$ cat config.mk
export PLATFORM = sky130hd
export DESIGN_NAME = mac_tx_framer
export DESIGN_NICKNAME = d
export VERILOG_FILES = /design/src/rtl/mac_tx_framer.sv
export SDC_FILE = /design/constraint.sdc
export NUM_CORES = 1
export LEC_CHECK = 0
export CORE_MARGIN = 5
export CORE_UTILIZATION = 55
export DETAILED_ROUTE_END_ITERATION = 8
export PLACE_DENSITY = 0.74
export SETUP_SLACK_MARGIN = 0.5
export SKIP_CTS_REPAIR_TIMING = 1
export SLEW_MARGIN = 10
export SYNTH_ARGS = -nofsm -noshare
export SYNTH_HDL_FRONTEND = slang
export SYNTH_SLANG_ARGS = --single-unit
$ cat constraint.sdc
create_clock -name clk -period 5.4 [get_ports clk]
set_clock_uncertainty 0.2 [all_clocks]
set_input_delay 1.08 -clock clk [delete_from_list [all_inputs] [get_ports clk]]
set_output_delay 1.08 -clock clk [all_outputs]
set_load 0.05 [all_outputs]
$ cat src/rtl/mac_tx_framer.sv
// GMII transmit framer: preamble/SFD, zero pad, FCS and inter-frame gap; aborts on underflow/oversize.
// Outputs lag the accepting state by one cycle; define MAC_TX_FRAMER_STATS_EN for frame counters.
module mac_tx_framer #(
    parameter int PREAMBLE_LEN = 7,
    parameter int MIN_FRAME    = 60,
    parameter int MAX_FRAME    = 1514,
    parameter int IFG_LEN      = 12
) (
    input  logic        clk,
    input  logic        rst,
    input  logic        s_valid,
    output logic        s_ready,
    input  logic [7:0]  s_data,
    input  logic        s_last,
    output logic [7:0]  gmii_txd,
    output logic        gmii_tx_en,
    output logic        gmii_tx_er,
    output logic        busy,
    output logic        frame_done,
    output logic        frame_abort
`ifdef MAC_TX_FRAMER_STATS_EN
    ,
    output logic [31:0] stat_ok,
    output logic [15:0] stat_abort
`endif
);
    localparam int CW = $clog2(MAX_FRAME + 1);
    localparam logic [CW-1:0] MIN_C    = CW'(MIN_FRAME);
    localparam logic [CW-1:0] MAX_C    = CW'(MAX_FRAME);
    localparam logic [5:0]    PRE_LAST = 6'(PREAMBLE_LEN > 1 ? PREAMBLE_LEN - 2 : 0);
    localparam logic [5:0]    IFG_LAST = 6'(IFG_LEN);

    typedef enum logic [2:0] {IDLE, PRE, SFD, DATA, PAD, FCS, DRAIN, IFG} state_t;

    state_t        state_q, state_d;
    logic [CW-1:0] cnt_q, cnt_d, cnt_inc;
    logic [5:0]    tmr_q, tmr_d;
    logic [31:0]   crc_q, crc_d, crc_inv;
    logic [7:0]    txd_q, txd_d;
    logic          tx_en_q, tx_en_d, tx_er_q, tx_er_d, done_q, done_d, abort_q, abort_d;

    function automatic logic [31:0] crc_byte(input logic [31:0] c, input logic [7:0] d);
        logic [31:0] r;
        r = c ^ {24'h0, d};
        for (int i = 0; i < 8; i++)
            r = r[0] ? ((r >> 1) ^ 32'hEDB8_8320) : (r >> 1);
        return r;
    endfunction

    assign cnt_inc = (cnt_q == '1) ? cnt_q : cnt_q + 1'b1;
    assign crc_inv = ~crc_q;

    // State names the byte being registered for the next cycle, so DATA already accepts while SFD is on the wire.
    always_comb begin
        state_d = state_q;
        cnt_d   = cnt_q;
        tmr_d   = tmr_q;
        crc_d   = crc_q;
        txd_d   = 8'h00;
        tx_en_d = 1'b0;
        tx_er_d = 1'b0;
        done_d  = 1'b0;
        abort_d = 1'b0;
        case (state_q)
            IDLE: begin
                cnt_d = '0;
                crc_d = 32'hFFFF_FFFF;
                tmr_d = '0;
                if (s_valid) begin
                    txd_d   = 8'h55;
                    tx_en_d = 1'b1;
                    state_d = (PREAMBLE_LEN > 1) ? PRE : SFD;
                end
            end
            PRE: begin
                txd_d   = 8'h55;
                tx_en_d = 1'b1;
                tmr_d   = tmr_q + 6'd1;
                if (tmr_q == PRE_LAST) begin
                    tmr_d   = '0;
                    state_d = SFD;
                end
            end
            SFD: begin
                txd_d   = 8'hD5;
                tx_en_d = 1'b1;
                state_d = DATA;
            end
            DATA: begin
                if (!s_valid || (!s_last && cnt_inc >= MAX_C)) begin
                    tx_en_d = 1'b1;
                    tx_er_d = 1'b1;
                    abort_d = 1'b1;
                    state_d = DRAIN;
                end else begin
                    txd_d   = s_data;
                    tx_en_d = 1'b1;
                    cnt_d   = cnt_inc;
                    crc_d   = crc_byte(crc_q, s_data);
                    if (s_last) begin
                        tmr_d   = '0;
                        state_d = (cnt_inc < MIN_C) ? PAD : FCS;
                    end
                end
            end
            PAD: begin
                tx_en_d = 1'b1;
                cnt_d   = cnt_inc;
                crc_d   = crc_byte(crc_q, 8'h00);
                if (cnt_inc >= MIN_C) begin
                    tmr_d   = '0;
                    state_d = FCS;
                end
            end
            FCS: begin
                txd_d   = crc_inv[{tmr_q[1:0], 3'b000} +: 8];
                tx_en_d = 1'b1;
                tmr_d   = tmr_q + 6'd1;
                if (tmr_q[1:0] == 2'd3) begin
                    done_d  = 1'b1;
                    tmr_d   = '0;
                    state_d = IFG;
                end
            end
            DRAIN: begin
                if (s_valid && s_last) begin
                    tmr_d   = '0;
                    state_d = IFG;
                end
            end
            IFG: begin
                // First IFG cycle coincides with the last FCS byte on the wire, hence IFG_LEN+1 counts.
                tmr_d = tmr_q + 6'd1;
                if (tmr_q == IFG_LAST) state_d = IDLE;
            end
            default: state_d = IDLE;
        endcase
    end

    always_ff @(posedge clk or posedge rst) begin
        if (rst) begin
            state_q <= IDLE;
            cnt_q   <= '0;
            tmr_q   <= '0;
            crc_q   <= 32'hFFFF_FFFF;
            txd_q   <= 8'h00;
            tx_en_q <= 1'b0;
            tx_er_q <= 1'b0;
            done_q  <= 1'b0;
            abort_q <= 1'b0;
        end else begin
            state_q <= state_d;
            cnt_q   <= cnt_d;
            tmr_q   <= tmr_d;
            crc_q   <= crc_d;
            txd_q   <= txd_d;
            tx_en_q <= tx_en_d;
            tx_er_q <= tx_er_d;
            done_q  <= done_d;
            abort_q <= abort_d;
        end
    end

    assign s_ready     = (state_q == DATA) || (state_q == DRAIN);
    assign busy        = (state_q != IDLE);
    assign gmii_txd    = txd_q;
    assign gmii_tx_en  = tx_en_q;
    assign gmii_tx_er  = tx_er_q;
    assign frame_done  = done_q;
    assign frame_abort = abort_q;

`ifdef MAC_TX_FRAMER_STATS_EN
    logic [31:0] stat_ok_q, stat_ok_d;
    logic [15:0] stat_abort_q, stat_abort_d;

    always_comb begin
        stat_ok_d    = stat_ok_q;
        stat_abort_d = stat_abort_q;
        if (done_d && stat_ok_q != '1)     stat_ok_d    = stat_ok_q + 32'd1;
        if (abort_d && stat_abort_q != '1) stat_abort_d = stat_abort_q + 16'd1;
    end

    always_ff @(posedge clk or posedge rst) begin
        if (rst) begin
            stat_ok_q    <= '0;
            stat_abort_q <= '0;
        end else begin
            stat_ok_q    <= stat_ok_d;
            stat_abort_q <= stat_abort_d;
        end
    end

    assign stat_ok    = stat_ok_q;
    assign stat_abort = stat_abort_q;
`endif
endmodule

Word-level counts from Yosys, hierarchy flattened
Cells that the tools add are included.

$add $sub $neg: 2. Order comparisons: 3. Equal/unequal tests: 20. Shifts and indexed selects: 1. Mux-type cells: 47. Bitwise logic cells: 18. Reductions and logical operators: 14.

Operators by type and width (number): two-way mux 32 bit (17); inverter 13 -> 14 bit (16); case mux 32 bit (3 select lines) (1); case mux 6 bit (7 select lines) (1); case mux 8 bit (5 select lines) (1); two-way mux 6 bit (6); case mux 11 bit (3 select lines) (1); inverter 32 bit (1); indexed part select 32 x 6 -> 8 bit (1); XOR 32 x 8 -> 32 bit (1); two-way mux 3 bit (8); case mux 3 bit (8 select lines) (1); two-way mux 11 bit (2); inequality test 2 bit (second input constant) (8); == test 3 bit (second input constant) (4); adder 11 x 1 -> 11 bit (second input constant) (1); == test 11 bit (second input constant) (1); >= comparator 11 bit (second input constant) (1); >= comparator 11 x 6 -> 1 bit (second input constant) (1); less-than comparator 11 x 6 -> 1 bit (second input constant) (1); two-way mux 8 bit (1); two-way mux 7 bit (1); AND reduction 7 bit (1); nonzero test 7 bit (1); 17 further kinds (27).

Bits in registers: 63. Output and inout bits: 14. Word-level logic and storage cells: 113.

Longest topological paths before layout
Depth after elaboration: 19. Mapped depth: 12. Depth with buffers taken out: 8.

Least setup slack after synthesis
No wires, ideal clock.

Path kind: input to register. Start point: input port s_last. End point: register crc_q[11]. Library setup time: 82 ps. Data arrival time: 2773 ps. Data required time: 5118 ps. Setup slack: 2345 ps. Stages on the path: 9. Path buffers: 3. Cell sequence: clkbuf_1 nand2b_1 o311ai_2 and4_4 a211o_1 buf_6 nand2_4 buf_8 mux2_4.

Longest elaborated chain between the ends: 5.

Ends and longest elaborated chain: from (decl) (RTL line 14) `input logic s_last,`; logical NOT 1 bit (RTL line 90) `if (!s_valid || (!s_last && cnt_inc >= MAX_C)) begin`; logical AND 1 bit (RTL line 90); logical OR 1 bit (RTL line 90); inequality test 2 bit (no line); AND reduction 2 bit (no line); to (signal assigned) (RTL line 155) `crc_q <= crc_d;`; to (decl) (RTL line 38) `logic [31:0] crc_q, crc_d, crc_inv;`.

Every way passes these cells. A chain may end at the register's enable or synchronous reset.

Worst setup path after layout
Start point: register cnt_q[0]. End point: register crc_q[30].

Longest elaborated chain between the ends: 7.

Ends and longest elaborated chain: from (decl) (RTL line 36) `logic [CW-1:0] cnt_q, cnt_d, cnt_inc;`; from (signal assigned) (RTL line 153) `cnt_q <= cnt_d;`; adder 11 x 1 -> 11 bit / == test 11 bit (equally long branches) (RTL line 50) `assign cnt_inc = (cnt_q == '1) ? cnt_q : cnt_q + 1'b1;`; two-way mux 11 bit (*) (RTL line 50); >= comparator 11 bit (*) (RTL line 90); logical AND 1 bit (*) (RTL line 90); logical OR 1 bit (*) (RTL line 90); inequality test 2 bit (no line) (*); AND reduction 2 bit (no line) (*).

Every way passes the cells marked *; elsewhere a longest branch is shown, timed or not.

==> flow_summary.yaml <==
finish:
  fin_cells: 677
  fillers: 829
  num_antenna_cells: 0
  finish.net_count: 556
  synthToLayoutAreaGrowth_pct: 7.91
  drive_gt1_share_pct: 20.8
critical_path:
  arrival_ns: 3.83
  worst-path-buf-inv: 0
  critical_path_class: "flop to flop"
  slowest_delay_ns: 0.53
  end_kind: "flop"
  start_kind: "flop"
  cp_top_family: "simple AND/OR/NAND/NOR gates"
  cp_common_cell: "nand3_1"
  cpMaxStageDelayCell: "a211o_1"
  cp.required_ns: 5.47
  path_cells: "ha_1, and3_1, nand3_1, nand3_1, and4_4, a211o_1, nand2_4, mux2_4"
  crit_path_max_fanout: 33
timing:
  worst_slew_pin_slew_ns: 1.05
  hold_viol: 0
  finalSetupTns_ns: 0
  fmax_mhz: 266
  fin_crit_ns: 3.76
  rsz0062_at_grt: "false"
  slew_headroom_pct: 30.0
  period_share_pct: 69.7
  setup_viol: 0
  drv_slew: 0
floorplan:
  die_x_um: 109
  design.core.area_um2: 9640
  die_h_um: 109
  start_util_pct: 55.6
  ioPinCount: 26
  die_area_um2: 11800
  rows: 36
clocking:
  cts_root_buf: "clkbuf_8"
  htree_num_levels: 3
  cts_tree: "done"
  clockBufferDepth: 2
  clk_latency_ns: 0.34
  cts_sinks: 63
  cts_made_buffers: 9
  path_clk_slew_ns: 0.08
flow_run:
  cap_violations: 0
grt:
  track_usage_pct: 24.6
  grt.overflow.total: 0
  grt_pass1_wl_mm: 22.8
  grt_pass1_vias: 4311
  grt_antenna_before_repair: 0
  grt_start_max_net_pins: 42
placement:
  dpl.cell_count: 661
  gp_congestion: 0.920
  port_buffers: 25
  hpwl_mm: 9.43
route:
  ant_nets: 0
  drt-initial-drc-count: 443
  first_pass_iters: 5
  drcViolationCount: 0
  vias_per_cell: 6.35
  vias: 4300
  routedWlPerCell_um: 20.1
  routed_wirelength_mm: 13.6
logic_synthesis:
  synth_edf_count: 0
  ys_seq_elements: 63
  synth_seq_area_share_pct: 30.2
  synth_nets: 562
  ys.flop_type: "dfstp_2"
  avgSynthCellArea_um2: 9.84
  syn_area_um2: 5360
  ys_types: 74
  yosysWarnings: 0
  synth_cells: 545
  async_flop_share_pct: 100
power:
  ir_drop_v: 0.000343
  leakagePower_nw: 2.17
  cellPowerDensity_nw_per_um2: 790
status:
  outcome: "completed"
min_path:
  hold_path.class: "flop to flop"
## through the flow
stage	area (µm²)	total power, mW	hold WS (ns)	utilization [%]	worst slack [ns]
2_1_floorplan	5360	3.45	0.267	-	2.34
3_3_place_gp	5530	3.90	0.300	57.4	1.45
3_5_place_dp	5530	3.99	0.309	57.4	1.38
4_1_cts	5790	4.55	0.319	60.0	1.73
5_1_grt	5790	4.86	0.340	60.0	1.43
6_report	5790	4.57	0.312	60.0	1.64
## final cells by class
type / count / area (µm²) / share of cell area [%]
clock buffers: 11 / 151 / 2.62
inverters: 18 / 67.6 / 1.17
well taps: 133 / 166 / 2.88
clock inverters: 5 / 104 / 1.79
flip-flops and latches: 63 / 1620 / 27.9
repair buffers: 28 / 273 / 4.71
multi-input cells: 419 / 3410 / 58.9
## logic make-up after synthesis
logic type / after synthesis / synth area share [%]
AO/OA/AOI/OAI: 164 / 20.9
XOR/XNOR: 109 / 20.7
AND/OR/NAND/NOR: 102 / 9.43
buffers and inverters: 63 / 6.30
flip-flops: 63 / 30.2
multiplexers: 38 / 11.1
adder cells (fa/ha/maj): 6 / 1.35
## cell usage in the layout (no fill, tap or decap), drive strengths merged, types with 3 or more instances in the layout
cell           instances
xnor2                 86
o21ai                 41
a21oi                 39
nor2                  33
dfstp                 32
dfrtp                 31
mux2                  27
clkdlybuf4s50         25
xor2                  21
nand2                 19
inv                   18
nand3                 15
clkbuf                11
o211ai                10
nor3                  10
mux4                   8
a31oi                  8
a22oi                  6
o221a                  6
a221oi                 6
and3                   5
nand2b                 5
a22o                   5
ha                     5
a211oi                 5
and2                   4
nand4                  3
mux2i                  3
o22ai                  3
o221ai                 3
bufinv                 3
buf                    3
and4                   3
## synthesized netlist by cell type, types with 15 or more instances
cell type / instances / area, µm²
dfrtp_1: 31 / 776
nand3_1: 15 / 75.1
nand2_1: 17 / 63.8
xnor2_1: 78 / 683
dfstp_2: 32 / 841
o21ai_0: 39 / 195
xor2_1: 18 / 158
nor2_1: 33 / 124
a21oi_1: 38 / 190
inv_1: 18 / 67.6
clkbuf_1: 19 / 71.3
mux2_4: 22 / 330
## state kept, by name, summed over array words and instances (netlist names)
| name | flops |
|---|---|
| crc_q | 32 |
| frame_abort | 1 |
| gmii_tx_en | 1 |
| frame_done | 1 |
| cnt_q | 11 |
| state_q | 3 |
| tmr_q | 6 |
| gmii_txd | 8 |
## per-layer routing
metal  up-vias  track usage (%)  share of wire [%]
met5         -                0                  0
met4         0             6.40                1.6
met3        18             4.56                7.0
met2       166             39.0                 47
met1      2145             34.7                 44
li1       1971                -                  -
## path summary, 6_finish.rpt
path | from | endpoint | slack [ns] | cells past startpoint
setup / recovery | cnt_q[0] | crc_q[30] | 1.64 | 8
setup reg to reg | cnt_q[0] | crc_q[30] | 1.64 | 8
hold reg to reg | tmr_q[4] | tmr_q[4] | 0.31 | 1
hold / removal | tmr_q[4] | tmr_q[4] | 0.31 | 1
max in group asynchronous | rst | crc_q[0] | 3.16 | 3
min in group asynchronous | rst | gmii_txd[3] | 0.90 | 2
## power by group
group | internal [mW] | switching (mW)
Clock | 0.332 | 0.200
Combinational | 1.39 | 1.60
Sequential | 0.705 | 0.348
No activity file was read; power rests on OpenSTA's default activity.
